==> src/rtl/tt_um_nibble_sub8_pkg.sv <==
// Shared definitions for the nibble-serial subtractor tile: FSM encoding,
// uio bit positions and the fixed output-enable mask.
package tt_um_nibble_sub8_pkg;

  typedef enum logic [1:0] {
    S_IDLE = 2'd0,
    S_LO   = 2'd1,
    S_HI   = 2'd2,
    S_DONE = 2'd3
  } state_t;

  localparam int LOAD_A = 0;
  localparam int LOAD_B = 1;
  localparam int START  = 2;
  localparam int OVF    = 4;
  localparam int BORROW = 5;
  localparam int DONE   = 6;
  localparam int BUSY   = 7;

  localparam logic [7:0] UIO_OE_MASK = 8'hF0;

endpackage

==> src/rtl/tt_um_nibble_sub8_nibble_add4.sv <==
// Combinational 4-bit ripple-carry adder, shared by both nibbles of the subtractor.
module nibble_add4 (
  input  logic [3:0] a,
  input  logic [3:0] b,
  input  logic       cin,
  output logic [3:0] sum,
  output logic       cout
);

  logic [4:0] carry;

  always_comb begin
    carry[0] = cin;
    for (int i = 0; i < 4; i++) begin
      sum[i]       = a[i] ^ b[i] ^ carry[i];
      carry[i + 1] = (a[i] & b[i]) | (carry[i] & (a[i] ^ b[i]));
    end
    cout = carry[4];
  end

endmodule

==> src/rtl/tt_um_nibble_sub8.sv <==
// Two-cycle 8-bit subtractor A - B: one 4-bit adder processes the low nibble,
// then the high nibble, with the carry registered in between.
module tt_um_nibble_sub8
  import tt_um_nibble_sub8_pkg::*;
(
  input  logic       clk,
  input  logic       rst_n,
  input  logic       ena,
  input  logic [7:0] ui_in,
  input  logic [7:0] uio_in,
  output logic [7:0] uo_out,
  output logic [7:0] uio_out,
  output logic [7:0] uio_oe
);

  state_t     state;
  logic [7:0] a_reg, b_reg;
  logic [7:0] op_a, op_b;
  logic [7:0] diff;
  logic       c_reg, borrow, ovf;

  logic [3:0] add_a, add_b, add_sum;
  logic       add_cin, add_cout;
  logic       load_a, load_b, start, can_load;

  logic unused_inputs;
  assign unused_inputs = &{ena, uio_in[7:3], 1'b0};

  assign load_a   = uio_in[LOAD_A];
  assign load_b   = uio_in[LOAD_B];
  assign start    = uio_in[START];
  assign can_load = (state == S_IDLE) || (state == S_DONE);

  // Subtraction as a + ~b + 1: the +1 enters as the low-nibble carry-in.
  always_comb begin
    add_a   = op_a[3:0];
    add_b   = ~op_b[3:0];
    add_cin = 1'b1;
    if (state == S_HI) begin
      add_a   = op_a[7:4];
      add_b   = ~op_b[7:4];
      add_cin = c_reg;
    end
  end

  nibble_add4 u_add (
    .a    (add_a),
    .b    (add_b),
    .cin  (add_cin),
    .sum  (add_sum),
    .cout (add_cout)
  );

  // op_a/op_b snapshot the operands at start, so a load on the same edge
  // only affects the following operation.
  always_ff @(posedge clk) begin
    if (!rst_n) begin
      state  <= S_IDLE;
      a_reg  <= '0;
      b_reg  <= '0;
      op_a   <= '0;
      op_b   <= '0;
      diff   <= '0;
      c_reg  <= 1'b0;
      borrow <= 1'b0;
      ovf    <= 1'b0;
    end else begin
      if (can_load && load_a) a_reg <= ui_in;
      if (can_load && load_b) b_reg <= ui_in;
      case (state)
        S_IDLE, S_DONE: begin
          if (start) begin
            op_a  <= a_reg;
            op_b  <= b_reg;
            state <= S_LO;
          end else begin
            state <= S_IDLE;
          end
        end
        S_LO: begin
          diff[3:0] <= add_sum;
          c_reg     <= add_cout;
          state     <= S_HI;
        end
        S_HI: begin
          diff[7:4] <= add_sum;
          borrow    <= ~add_cout;
          ovf       <= (op_a[7] ^ op_b[7]) & (op_a[7] ^ add_sum[3]);
          state     <= S_DONE;
        end
        default: state <= S_IDLE;
      endcase
    end
  end

  assign uo_out  = diff;
  assign uio_out = {(state == S_LO) || (state == S_HI), state == S_DONE, borrow, ovf, 4'b0000};
  assign uio_oe  = UIO_OE_MASK;

endmodule

==> config.mk <==
export PLATFORM = sky130hd
export DESIGN_NAME = tt_um_nibble_sub8
export DESIGN_NICKNAME = d
export VERILOG_FILES = /design/src/rtl/tt_um_nibble_sub8_pkg.sv /design/src/rtl/tt_um_nibble_sub8_nibble_add4.sv /design/src/rtl/tt_um_nibble_sub8.sv
export SDC_FILE = /design/constraint.sdc
export NUM_CORES = 1
export LEC_CHECK = 0
export CORE_UTILIZATION = 35
export DETAILED_ROUTE_END_ITERATION = 16
export GPL_TIMING_DRIVEN = 0
export HOLD_SLACK_MARGIN = 0.05
export PLACE_DENSITY = 0.59
export RECOVER_POWER = 100
export SLEW_MARGIN = 0
export SYNTH_ARGS = -nofsm -noshare
export SYNTH_HDL_FRONTEND = slang
export SYNTH_SLANG_ARGS = --single-unit
==> constraint.sdc <==
create_clock -name clk -period 3.85 [get_ports clk]
set_input_delay 0.385 -clock clk [delete_from_list [all_inputs] [get_ports clk]]
set_output_delay 0.385 -clock clk [all_outputs]
set_load 0.02 [all_outputs]
==> run_results.csv <==
group,metric,value,unit
synth,syn_avg_cell_area,9.680,um^2
clock_tree,cts_made_buffers,5,
sta,rsz0062_at_grt,"no",
clock_tree,cts_setup_buffers,0,
run,maxCapViolations,0,
hold_path,timing.hold.worst.start,"uio_in[0]",
global_route,grt_max_degree,14,
critical_path,worst-r2r-setup-slack,0.60,ns
floorplanning,initial_core_util,36.84,%
sta,worst_margin_pin_slew,0.5403,ns
drt,route.detailed.vias_per_inst,4.768,
critical_path,critPathLaunch,"state[1]$_SDFF_PN0_",
floorplanning,placementRows,28,
floorplanning,dieWidth,81.41,um
power_and_ir_drop,power.share.sequential,44.4,%
layout,final_net_count,293,
synth,synth-edff-count,0,
clock_tree,postCtsHoldBufs,0,
sta,timing_max_transition_violations_final,0,
floorplanning,top_level_pins,43,
power_and_ir_drop,netSwitchingFraction,30.37,%
clock_tree,cts_tree,"done",
power_and_ir_drop,combinationalPowerShare,26.6,%
power_and_ir_drop,power,1.185,mW
critical_path,crit_path_start_kind,"flop",
hold_path,holdPathStages,3,
hold_path,min-delay-path-class,"in -> reg",
sta,fin_hold_ws,0.3962,ns
drt,detail_route.drc_violations,0,
drt,drt_pre_antenna_iters,4,
sta,clock-skew-final,0.01041,ns
clock_tree,cts.htree.levels,2,
critical_path,critical_path_arrival,3.48,ns
clock_tree,clkSlewWorstSetupHoldPaths,0.09,ns
run_status,result_of_the_run,"completed",
layout,finish.utilization,43.94,%
clock_tree,cts.repair.resized,0,
synth,post_synth_num_cell_types,25,
sta,final.period_utilization,84.46,%
critical_path,critical_path.endpoint_type,"flop",
global_route,globalRouteOverflowTotal,0,
sta,max_clock_freq,307.5,MHz
global_route,number_of_global_route_vias_before_repair,1516,
critical_path,required,4.08,ns
synth,yosys_warnings,0,
clock_tree,cts_max_path_buffers,2,
place,hpwlAfterDp,3262,um
global_route,number_of_antenna_violations_at_the_first_check_in_global_routing,0,
synth,ys_seq_elements,45,
place,buffer_ports.inserted,21,
layout,antenna_diode_count,0,
synth,yosys_most_used_dff,"dfxtp_1",
drt,wirelength,4446,um
global_route,grt_util_all_layers,15.16,%
critical_path,worstPathMaxFanout,9,
floorplanning,core_area,0.005991,mm^2
floorplanning,vertical_die_dimension,81.41,um
clock_tree,numClockSinks,45,
floorplanning,die-area,0.006628,mm^2
critical_path,critical_path_class,"reg -> reg",
power_and_ir_drop,vdd_ir_drop_max,206.0,uV
synth,syn-cell-area,0.002207,mm^2
sta,timing.max_slew.rel_slack,63.98,%
drt,route.antenna.remaining_nets,0,
layout,drive_above_1_share,24.44,%
drt,wire_per_inst,13.04,um
critical_path,ff2ff_path_depth,10,
sta,fin_setup_tns,0,ns
drt,dr_total_vias,1626,
hold_path,min_to,"a_reg[0]$_SDFFE_PN0P_",
power_and_ir_drop,total_leakage_power,1.052,nW
power_and_ir_drop,cellInternalPower,0.8252,mW
power_and_ir_drop,switching_power,0.3600,mW
synth,syn_inst,228,
clock_tree,clkLatencyLatePin,0.30,ns
sta,finalHoldViolCount,0,
drt,1st_iter_drt_viols,50,
synth,synth_seq_area_share,40.82,%
global_route,grt_first_pass_wirelength,7493,um
place,finalWeightedCongestion,0.7843,
clock_tree,clk_root_buffer_cell,"clkbuf_8",
critical_path,worstReg2RegEnd,"ovf$_SDFFE_PN0N_",
layout,area_growth_syn_to_layout,19.27,%
power_and_ir_drop,power.density,450.2,mW/mm^2
critical_path,regToRegStartpoint,"state[1]$_SDFF_PN0_",
sta,setup_viol_count_final,0,
sta,post-route-min-period,3.252,ns
synth,asyncSetResetFlopFracSynth,0,%
power_and_ir_drop,share_clk_of_total_power,29.0,%
-- power groups by stage --
stage               sequential (mW)  clock (mW)  combinational (mW)
finish                        0.526       0.344               0.315
global route                  0.532       0.369               0.353
CTS                           0.526       0.354               0.337
detailed placement            0.537           0               0.335
global placement              0.536           0               0.332
floorplan                     0.540           0               0.235
-- metal layers --
metal	global-route usage, %	wire, um
met5	0	0
met4	5.357	49
met3	3.333	159
met2	24.08	2006
met1	20.12	2230
-- worst max path at each step --
stage	to	slack, ns	cells after the start
finish	ovf$_SDFFE_PN0N_	0.60	10
global route	ovf$_SDFFE_PN0N_	0.44	11
CTS	ovf$_SDFFE_PN0N_	0.56	10
detailed placement	ovf$_SDFFE_PN0N_	0.59	10
global placement	ovf$_SDFFE_PN0N_	0.63	10
floorplan	ovf$_SDFFE_PN0N_	0.84	11
-- worst max-delay path, cell delays in order, from the launching register on --
cell and delay (ns):
dfxtp_1 0.40, ha_1 0.16, buf_2 0.25, mux2i_1 0.28, fa_1 0.20, inv_1 0.05, fa_1 0.37, fa_1 0.40
fa_1 0.52, or3b_1 0.39, a31oi_1 0.15
-- synth_stat cells (3+ instances only) --
master	number	area share (%)
mux2i_1	12	5.4
a21oi_2	3	1.2
a21bo_2	27	12
nor2_1	12	2.0
mux2_2	4	2.0
dfxtp_1	45	41
nand3_1	32	7.3
buf_4	18	6.1
inv_1	4	0.68
a211oi_1	3	1.0
a21oi_1	29	6.6
fa_1	4	3.6
buf_2	11	2.5
ha_1	4	2.3
buf_1	4	0.68
a21bo_1	5	2.3
-- placed cells by master, fill, tap and decap left out, types with 9 or more instances in the layout --
cell type        netlist  layout
dfxtp_1               45      45
nand3_1               32      32
a21oi_1               29      30
a21bo_2               27      27
buf_4                 18      14
mux2i_1               12      12
nor2_1                12      12
conb_1                 2      12
dlygate4sd3_1          0      12
buf_2                 11      10
clkdlybuf4s50_1        0       9
-- layout make-up --
class / instances / area, um^2
plain buffers: 36 / 215.2
clock buffers: 5 / 68.82
clock inverters: 2 / 35.03
fillers: 630 / 3358
inverters: 5 / 18.77
multi-input cells: 152 / 1090
flip-flops and latches: 45 / 900.9
well taps: 75 / 93.84
repair buffers: 21 / 210.2
-- metrics by stage --
step | cells | setup WS, ns | instance area [um^2]
final | 341 | 0.5982 | 2633
after global routing | 341 | 0.4401 | 2633
after CTS | 341 | 0.5642 | 2653
after detailed placement | 334 | 0.5892 | 2549
after global placement | 334 | 0.6307 | 2549
after floorplan | 238 | 0.8361 | 2245
-- kinds of logic (layout without fill, tap and decap cells) --
group / Yosys count / in the layout / synth area share [%]
AO/OA/AOI/OAI: 69 / 69 / 23.81
adder cells (fa/ha/maj): 8 / 8 / 5.896
buffers and inverters: 41 / 69 / 11.34
multiplexers: 16 / 16 / 7.483
other: 2 / 12 / 0.3403
flip-flops: 45 / 45 / 40.82
AND/OR/NAND/NOR: 47 / 47 / 10.32
Power figures use the tool's default switching activity.
